### config.mk
export PLATFORM = sky130hd
export DESIGN_NAME = rr_arb8_flat
export DESIGN_NICKNAME = d
export VERILOG_FILES = /design/src/rtl/rr_arb8_pkg.sv /design/src/rtl/rr_arb8_if.sv /design/src/rtl/rr_arb8_prio_enc8.sv /design/src/rtl/rr_arb8.sv /design/src/flat_wrapper.sv
export SDC_FILE = /design/constraint.sdc
export NUM_CORES = 1
export LEC_CHECK = 0
export BUFFER_PORTS_ARGS = -buffer_cell sky130_fd_sc_hd__buf_2
export CAP_MARGIN = 20
export CORE_MARGIN = 3
export CORE_UTILIZATION = 45
export CTS_BUF_LIST = sky130_fd_sc_hd__clkbuf_16
export DETAILED_ROUTE_END_ITERATION = 6
export PLACE_DENSITY_LB_ADDON = 0.15
export SLEW_MARGIN = 10
export SYNTH_ARGS = -nofsm -noshare
export SYNTH_HDL_FRONTEND = slang
export SYNTH_SLANG_ARGS = --single-unit
### constraint.sdc
create_clock -name clk -period 5.45 [get_ports clk]
set_input_delay 0 -clock clk [delete_from_list [all_inputs] [get_ports clk]]
set_output_delay 0 -clock clk [all_outputs]
set_load 0.01 [all_outputs]
### src/rtl/rr_arb8_pkg.sv
// Shared types and constants for the 8-way round-robin arbiter.
// Imported by the interface, the encoder wrapper and the arbiter top.
package rr_arb8_pkg;

    localparam int ARB_N        = 8;
    localparam int ARB_IDX_W    = 3;
    localparam int DEF_MAX_HOLD = 16;

    typedef enum logic [1:0] {
        IDLE    = 2'd0,
        GRANT   = 2'd1,
        RELEASE = 2'd2
    } state_t;

    // Everything the arbiter drives, kept as one registered bundle
    typedef struct packed {
        logic [ARB_N-1:0]     gnt;
        logic [ARB_IDX_W-1:0] gnt_id;
        logic                 gnt_valid;
        logic                 timeout;
        logic                 busy;
    } arb_out_t;

    function automatic logic [ARB_N-1:0] onehot(input logic [ARB_IDX_W-1:0] idx);
        logic [ARB_N-1:0] v;
        v      = '0;
        v[idx] = 1'b1;
        return v;
    endfunction

    function automatic int hold_width(input int max_hold);
        return (max_hold < 1) ? 1 : $clog2(max_hold + 1);
    endfunction

endpackage

### src/rtl/rr_arb8_if.sv
// Request/grant bundle between requesters (master) and the arbiter (slave).
// Request side drives enable/req/done; arbiter side drives grant and status.
interface rr_arb8_if;
    import rr_arb8_pkg::*;

    logic                 enable;
    logic [ARB_N-1:0]     req;
    logic                 done;
    logic [ARB_N-1:0]     gnt;
    logic [ARB_IDX_W-1:0] gnt_id;
    logic                 gnt_valid;
    logic                 timeout;
    logic                 busy;

    modport master (
        output enable, req, done,
        input  gnt, gnt_id, gnt_valid, timeout, busy
    );

    modport slave (
        input  enable, req, done,
        output gnt, gnt_id, gnt_valid, timeout, busy
    );

endinterface

### src/rtl/rr_arb8_prio_enc8.sv
// Purpose: 8-bit highest-set-bit priority encoder; idx=0, any=0 for zero input.
// Latency: purely combinational.
// Backpressure: none, no handshake.
module prio_enc8 (
    input  logic [7:0] vec,
    output logic [2:0] idx,
    output logic       any
);

    always_comb begin
        idx = 3'd0;
        any = |vec;
        // Ascending scan: the last set bit seen is the highest one
        for (int i = 0; i < 8; i++) begin
            if (vec[i]) begin
                idx = 3'(i);
            end
        end
    end

endmodule

### src/rtl/rr_arb8.sv
// Purpose: 8-requester round-robin arbiter, one-hot grant held until done/drop/timeout.
// Latency: grant one cycle after a sampled request; one gnt=0 RELEASE cycle between owners.
// Backpressure: enable=0 blocks new grants only; an active grant runs to completion.
module rr_arb8
    import rr_arb8_pkg::*;
#(
    parameter int MAX_HOLD = DEF_MAX_HOLD
) (
    input  logic      clk,
    input  logic      rst_n,
    rr_arb8_if.slave  bus
);

    localparam int                HOLD_W   = hold_width(MAX_HOLD);
    localparam logic [HOLD_W-1:0] HOLD_LIM = HOLD_W'(MAX_HOLD);
    localparam logic [HOLD_W-1:0] HOLD_ONE = HOLD_W'(1);

    state_t               state_q, state_d;
    logic [ARB_IDX_W-1:0] start_q, start_d;
    logic [HOLD_W-1:0]    hold_q,  hold_d;
    arb_out_t             out_q,   out_d;

    logic [ARB_N-1:0]     rot_req;
    logic [ARB_IDX_W-1:0] enc_idx;
    logic                 enc_any;
    logic [ARB_IDX_W-1:0] winner;

    logic at_limit;
    logic owner_drop;
    logic release_now;

    // Rotate so requester 'start' sits at bit 7, start-1 at bit 6, and so on
    always_comb begin
        rot_req = '0;
        for (int j = 0; j < ARB_N; j++) begin
            rot_req[j] = bus.req[ARB_IDX_W'(j) + start_q + 3'd1];
        end
    end

    prio_enc8 u_enc (
        .vec (rot_req),
        .idx (enc_idx),
        .any (enc_any)
    );

    assign winner = enc_idx + start_q + 3'd1;

    assign at_limit    = (MAX_HOLD != 0) && (hold_q == HOLD_LIM);
    assign owner_drop  = !bus.req[out_q.gnt_id];
    assign release_now = bus.done || owner_drop || at_limit;

    always_comb begin
        state_d       = state_q;
        start_d       = start_q;
        hold_d        = hold_q;
        out_d         = out_q;
        out_d.timeout = 1'b0;

        case (state_q)
            IDLE: begin
                out_d.busy = 1'b0;
                if (bus.enable && enc_any) begin
                    state_d         = GRANT;
                    out_d.gnt       = onehot(winner);
                    out_d.gnt_id    = winner;
                    out_d.gnt_valid = 1'b1;
                    out_d.busy      = 1'b1;
                    hold_d          = HOLD_ONE;
                end
            end

            GRANT: begin
                if (release_now) begin
                    state_d         = RELEASE;
                    out_d.gnt       = '0;
                    out_d.gnt_valid = 1'b0;
                    out_d.busy      = 1'b1;
                    // Timeout only flags a release that nothing else asked for
                    out_d.timeout   = at_limit && !bus.done && !owner_drop;
                    start_d         = out_q.gnt_id - 3'd1;
                    hold_d          = '0;
                end else begin
                    hold_d = hold_q + HOLD_ONE;
                end
            end

            RELEASE: begin
                state_d    = IDLE;
                out_d.busy = 1'b0;
            end

            default: begin
                state_d = IDLE;
                out_d   = '0;
                hold_d  = '0;
            end
        endcase
    end

    always_ff @(posedge clk) begin
        if (!rst_n) begin
            state_q <= IDLE;
            start_q <= 3'd7;
            hold_q  <= '0;
            out_q   <= '0;
        end else begin
            state_q <= state_d;
            start_q <= start_d;
            hold_q  <= hold_d;
            out_q   <= out_d;
        end
    end

    assign bus.gnt       = out_q.gnt;
    assign bus.gnt_id    = out_q.gnt_id;
    assign bus.gnt_valid = out_q.gnt_valid;
    assign bus.timeout   = out_q.timeout;
    assign bus.busy      = out_q.busy;

endmodule

### src/flat_wrapper.sv
// flat-port wrapper written by rule: the top's interface ports become plain ports
module rr_arb8_flat import rr_arb8_pkg::*;
#(
    parameter int MAX_HOLD = DEF_MAX_HOLD
)
  (clk, rst_n, bus_enable, bus_req, bus_done, bus_gnt, bus_gnt_id, bus_gnt_valid, bus_timeout, bus_busy);
  rr_arb8_if bus_i ();
  input  logic clk;
  input  logic rst_n;
  input wire logic [$bits(bus_i.enable)-1:0] bus_enable;
  input wire logic [$bits(bus_i.req)-1:0] bus_req;
  input wire logic [$bits(bus_i.done)-1:0] bus_done;
  output wire logic [$bits(bus_i.gnt)-1:0] bus_gnt;
  output wire logic [$bits(bus_i.gnt_id)-1:0] bus_gnt_id;
  output wire logic [$bits(bus_i.gnt_valid)-1:0] bus_gnt_valid;
  output wire logic [$bits(bus_i.timeout)-1:0] bus_timeout;
  output wire logic [$bits(bus_i.busy)-1:0] bus_busy;
  assign bus_i.enable = bus_enable;
  assign bus_i.req = bus_req;
  assign bus_i.done = bus_done;
  assign bus_gnt = bus_i.gnt;
  assign bus_gnt_id = bus_i.gnt_id;
  assign bus_gnt_valid = bus_i.gnt_valid;
  assign bus_timeout = bus_i.timeout;
  assign bus_busy = bus_i.busy;
  rr_arb8 #(.MAX_HOLD(MAX_HOLD)) u_core (.clk(clk), .rst_n(rst_n), .bus(bus_i));
endmodule
# Yosys cells after proc, flatten, opt, wreduce, memory -nomap -nowiden
# Index checks and enable logic that the tools add are counted.
# Widths: inputs -> output; s select.
[word_totals]
in_bits = 12
wordCells = 102
latch_bits = 0
memories = 0
out_inout_bits = 14
ramBits = 0
ff_bits = 24
rom_bits = 0
[op_classes]
addsub = 18
shift = 0
magnitude_cmp = 11
n_bitwise = 2
multipliers = 0
n_div = 0
reduce_logical = 17
n_eq_ne = 5
mux = 41
[op_table]
columns = ["cell", "n"]
rows = [
  ["$lt 3x4->1 const B", 10],
  ["$add 3x1->3 const B", 9],
  ["$bmux 1 s3", 9],
  ["$pmux 8 s3", 1],
  ["$mux 3", 7],
  ["$pmux 5 s3", 1],
  ["$add 3x3->3 const A", 4],
  ["$mux 1", 12],
  ["$mux 12", 1],
  ["$mux 5", 2],
  ["$mux 8", 1],
  ["$reduce_and 2->1", 4],
  ["$reduce_or 8->1", 1],
  ["$add 2x3->3 const A", 2],
  ["$pmux 3 s2", 1],
  ["$reduce_and 3->1", 2],
  ["$add 5x1->5 const B", 1],
  ["$eq 5x5->1 const B", 1],
  ["$logic_and 1x1->1", 4],
  ["$mux 2", 2],
  ["$ne 2x1->1 const B", 2],
  ["$pmux 2 s2", 1],
  ["$add 3x3->3", 1],
  ["$demux 1 s3", 1],
  ["other kinds (11)", 14],
]

# Logic depth before layout (Yosys ltp)
[logic_depth]
word_depth = 19
mapped_depth = 16
mapped_depth_nobuf = 14

# Hierarchy
# Synthesis repeated with hierarchy kept, for this count alone.
[hier_totals]
hier_cells = 223
hier_area_um2 = 1954.4
[by_module_without_submodules]
columns = ["module", "cells_each", "instances", "area_each_um2", "seq_area_each_um2"]
rows = [
  ["rr_arb8", 211, 1, 1888.1, 480.5],
  ["prio_enc8", 12, 1, 66.3, 0.0],
]

# Least setup slack after synthesis
# OpenSTA, ideal clock, no wires.
[synth_timing]
path_type = "flip-flop to flip-flop"
start = "reg u_core.start_q[0]"
end = "reg u_core.out_q, in the netlist u_core.bus.gnt_id[2]"
n_path_buf = 2
stages_incl_launch_ff = 17
t_arrival_ns = 3.866
period_less_slack_ns = 4.010
t_required_ns = 5.306
setup_ns = 0.144
path_slack_ns = 1.440
cell_sequence = "dfxtp_1 -> buf_2 -> inv_1 -> ha_1 -> buf_1 -> mux2_2 -> mux4_2 -> nand3_1 -> nand3_1 -> a21oi_1 -> o22a_1 -> ha_1 -> inv_1 -> fa_1 -> xnor2_1 -> xnor2_1 -> o211ai_1"
[synth_between]
elab_chain_len = 15
elab_cells_between_ends = 45
cone_classes = "add/sub (16); eq/ne (1); mux (25); reduce/logical (3)"
[synth_lines]
columns = ["element", "line", "rtl"]
rows = [
  ["from (decl)", "rr_arb8.sv:19", "logic [ARB_IDX_W-1:0] start_q, start_d;"],
  ["from (signal assigned)", "rr_arb8.sv:108", "start_q <= start_d;"],
  ["$add 3x1->3 (2 in series)", "rr_arb8.sv:36", "rot_req[j] = bus.req[ARB_IDX_W'(j) + start_q + 3'd1];"],
  ["$bmux 1 s3", "rr_arb8.sv:36", ""],
  ["$mux 1 (not written as such)", "rr_arb8.sv:36", ""],
  ["$mux 1", "rr_arb8_prio_enc8.sv:15", "if (vec[i]) begin"],
  ["$mux 3 (6 in series)", "rr_arb8_prio_enc8.sv:15", ""],
  ["$add 3x3->3", "rr_arb8.sv:46", "assign winner = enc_idx + start_q + 3'd1;"],
  ["$add 3x1->3", "rr_arb8.sv:46", ""],
  ["$mux 12", "rr_arb8.sv:62", "if (bus.enable && enc_any) begin"],
  ["$pmux 3 s2", "rr_arb8.sv:59", "case (state_q)"],
  ["to (signal assigned)", "rr_arb8.sv:110", "out_q <= out_d;"],
  ["to (decl)", "rr_arb8.sv:21", "arb_out_t out_q, out_d;"],
]
# Parallel ways exist; a longest one is shown, timed or not. The select of a mux whose other input is x is not followed.
# A chain may end at the register's enable or synchronous reset.

# Final worst setup path
# Same ends and word-level chain as after synthesis.

==> metrics.md <==
| Metric | Value |
|---|---|
| Cell variety after synth | `around 50` |
| Slowest stage delay, CP | `670 ps` |
| Status | `completed` |
| Post-cts resize count | `0` |
| Finished Core Util | `0.528` |
| Final Critical Period | `4380 ps` |
| Nets@finish | `240` |
| PwrDens | `332 mW/mm²` |
| Final hold vios | `0` |
| Critical Path AT | `4500 ps` |
| Die ar. | `0.00505 mm²` |
| Skew final | `3.01 ps` |
| Int Power | `0.440 mW` |
| Top Ports | `26` |
| Initial core utilization | `0.472` |
| CTS Sinks | `24` |
| DP HPWL | `roughly 3300 µm` |
| Pleak | `approximately 0.93 nW` |
| Met2 routed WL | `2390 µm` |
| H-tree depth | `1` |
| # diodes | `0` |
| EDFF count, synth | `0` |
| Synth Area in Simple Gates | `0.185` |
| Hold WC Path Type | `in -> reg` |
| Gate power share | `0.446` |
| Startpoint Class | `register` |
| Mapped Cells | `197` |
| WL final | `4530 µm` |
| First-pass GRT wire length | `approximately 7700 µm` |
| Port buffer count | `25` |
| Crit. End Element | `register` |
| Max Buffers Root-to-Sink | `2` |
| Post-synthesis mux area share | `0.229` |
| Layout cells sized above 1 | `0.276` |
| Die Wd | `71.0 µm` |
| WL per Instance | `17.0 µm` |
| Core area | `0.00403 mm²` |
| Initial antenna violation count | `0` |
| DRT Pass-1 Iters | `4` |
| Final Max Slew Viols | `0` |
| Critical Path RT | `5570 ps` |
| Worst-path maximum fanout | `14` |
| Ys async rst share | `0` |
| Switching Fraction | `0.376` |
| Critical-path top delay cell | `dfxtp_1` |
| Cell area after placement | `0.00204 mm²` |
| Final setup fails | `0` |
| MaxCap Viol Count | `0` |
| Max Fclk | `228 MHz` |
| Tot GR Track Use | `0.191` |
| Post-synthesis adder-cell area fraction | `0.0697` |
| DR top layer | `met4` |
| Pin count of the biggest net entering global routing | `27` |
| Setup TNS | `0 ps` |
| GP Congestion | `0.818` |
| Clk Tree Root Cell | `clkbuf_16` |
| CP Class | `reg -> reg` |
| Clock Latency Late Sink | `260 ps` |
| Sw Pwr | `~0.27 mW` |
| M1 WL | `1890 µm` |
| Detail Route Antenna Nets | `0` |
| Main synth FF type | `dfxtp_1` |
| Synthesized flop and latch total | `24` |
| Routed wl met3 | `170 µm` |
| Iteration-0 DRC Markers | `about 120` |
| Vias per std cell | `6.12` |
| Routed via count | `1635` |
| Synthesized area | `0.00190 mm²` |
| Die height | `about 71 µm` |
| DRC violations left | `0` |
| Largest family of logic cells by synthesized area | `multiplexers` |
| Max-slew headroom | `0.412` |
| Synth warnings | `0` |
| CTS tree | `yes` |
| Critical path, cell by cell | `inv_1 > ha_1 > mux2_2 > mux4_2 > nand3_1 > nand3_1 > a21oi_1 > o22a_1 > ha_1 > inv_1 > fa_1 > xnor2_1 > xnor2_1 > o211ai_1` |
| Sequential area share after synthesis | `0.252` |
| Peak VDD IR | `between 0.1 and 0.15 mV` |
| Final cycle utilization of the critical path | `0.804` |
| Num rows | `23` |
| Synth Net Count | `219` |
| Fin area | `0.00213 mm²` |
| Seq pwr share | `0.324` |
| P&R area growth vs syn | `11.8%` |
| Register clock-pin slew on the reported worst setup and hold paths | `60 ps` |
| Grt ovf | `0` |
| Number of CTS-inserted buffers | `3` |
| Tightest Pin Transition | `875 ps` |
| Xor/xnor share of the synthesized area | `0.0276` |
| Post-CTS Hold Buffers | `1` |
| Post-CTS setup buffers | `0` |
| Clock power frac | `0.230` |
| Synth Area in Compound Gates | `0.179` |
| RSZ-0062 raised after global routing | `false` |
| Vias in the first global route | `1610` |
| Mapped Avg Cell Area | `9.66 µm²` |
## critical path, delay by kind of cell (launching register included)
family / cells / cell delay, ps
adders and majority gates: 3 / 1070
muxes: 2 / 900
xor gates and xnor gates: 2 / 730
DFF: 1 / 670
AOI/OAI and AO/OA: 3 / 470
buffers and inverters: 2 / 210
and+or+nand+nor: 2 / 160
## power groups by stage
stage	combinational [mW]	clock [mW]	sequential, mW
global route	0.349	0.172	0.234
finish	0.314	0.162	0.229
global placement	0.302	0	0.232
floorplan	0.246	0	0.225
detailed placement	0.310	0	0.234
CTS	0.314	0.165	0.229
## layer usage
| metal | GRT usage | vias up |
|---|---|---|
| met5 | 0 | - |
| met4 | 0.0689 | 0 |
| met3 | 0.0369 | 7 |
| met2 | 0.337 | 37 |
| met1 | 0.230 | 803 |
| li1 | - | 788 |
## synthesized netlist by cell type (all sizes together) (3+ instances only)
cell type | count | area (µm²)
and3 | 5 | 31.3
clkbuf | 6 | 22.5
a21oi | 6 | 33.8
nor3 | 3 | 15.0
nor2 | 7 | 26.3
o211ai | 5 | 37.5
buf | 5 | 36.3
nand3 | 13 | 65.1
o2bb2ai | 3 | 26.3
nor2b | 4 | 25.0
mux4 | 11 | 248
mux2 | 15 | 169
nand2 | 14 | 52.6
a41o | 4 | 40.0
inv | 13 | 48.8
ha | 9 | 113
a32o | 3 | 30.0
xnor2 | 4 | 35.0
dfxtp | 24 | 480
o21ai | 4 | 20.0
a221oi | 4 | 35.0
nand2b | 3 | 18.8
and2 | 3 | 21.3
## cells by family (layout without fill, tap and decap cells)
group	Yosys count	after routing
AOI/OAI and AO/OA	41	41
adders and majority gates	10	10
buffers and inverters	24	44
xor gates and xnor gates	6	6
DFF	24	24
and+or+nand+nor	64	64
muxes	28	28
## area by class of cell
type                    instances  area (µm²)
clock buffers                   3        75.1
clock inverters                 1        3.75
fillers                       369        1900
inverters                      13        48.8
multi-input cells             149        1320
flip-flops and latches         24         480
well taps                      50        62.6
repair buffers                 27         143
## per-stage QoR
stage               hold slack, ps  worst slack (ps)  std cells  power, mW
floorplan                     77.4              1440        197      0.471
global placement               206              1230        262      0.534
detailed placement             214              1080        262      0.543
CTS                            142              1060        267      0.708
global route                   159               751        267      0.754
finish                         149              1070        267      0.706
## worst paths after layout
path	endpoint	slack [ps]	from	cells past startpoint
min	u_core.bus.gnt_id[1]	150	bus_enable	3
min reg2reg	u_core.bus.gnt_valid	460	u_core.bus.gnt_valid	1
max reg2reg	u_core.bus.gnt_id[2]	1070	u_core.start_q[0]	14
max	u_core.bus.gnt_id[2]	1070	u_core.start_q[0]	14
## flip-flops by register name (all words and copies together), names as in the netlist
name and flops:
u_core.bus.timeout 1, u_core.state_q 2, u_core.bus.gnt_id 3, u_core.hold_q 5
u_core.start_q 3, u_core.bus.gnt 8, u_core.bus.gnt_valid 1, u_core.bus.busy 1
## cell usage in the layout (no fill, tap or decap), types with 3 or more instances in the layout
| cell type | synthesis | routed |
|---|---|---|
| inv_1 | 13 | 13 |
| a41o_1 | 4 | 4 |
| ha_1 | 9 | 9 |
| buf_2 | 2 | 25 |
| nand2_1 | 14 | 14 |
| and3_1 | 5 | 5 |
| clkbuf_16 | 0 | 3 |
| nor3_1 | 3 | 3 |
| a21oi_1 | 5 | 5 |
| mux4_2 | 11 | 11 |
| o21ai_0 | 4 | 4 |
| o2bb2ai_1 | 3 | 3 |
| nor2_1 | 7 | 7 |
| a32o_1 | 3 | 3 |
| nand2b_1 | 3 | 3 |
| nor2b_1 | 4 | 4 |
| nand3_1 | 13 | 13 |
| mux2_2 | 15 | 15 |
| a221oi_1 | 4 | 4 |
| dfxtp_1 | 24 | 24 |
| o211ai_1 | 5 | 5 |
| xnor2_1 | 4 | 4 |
Note: power is estimated with default switching activity, not from simulation.
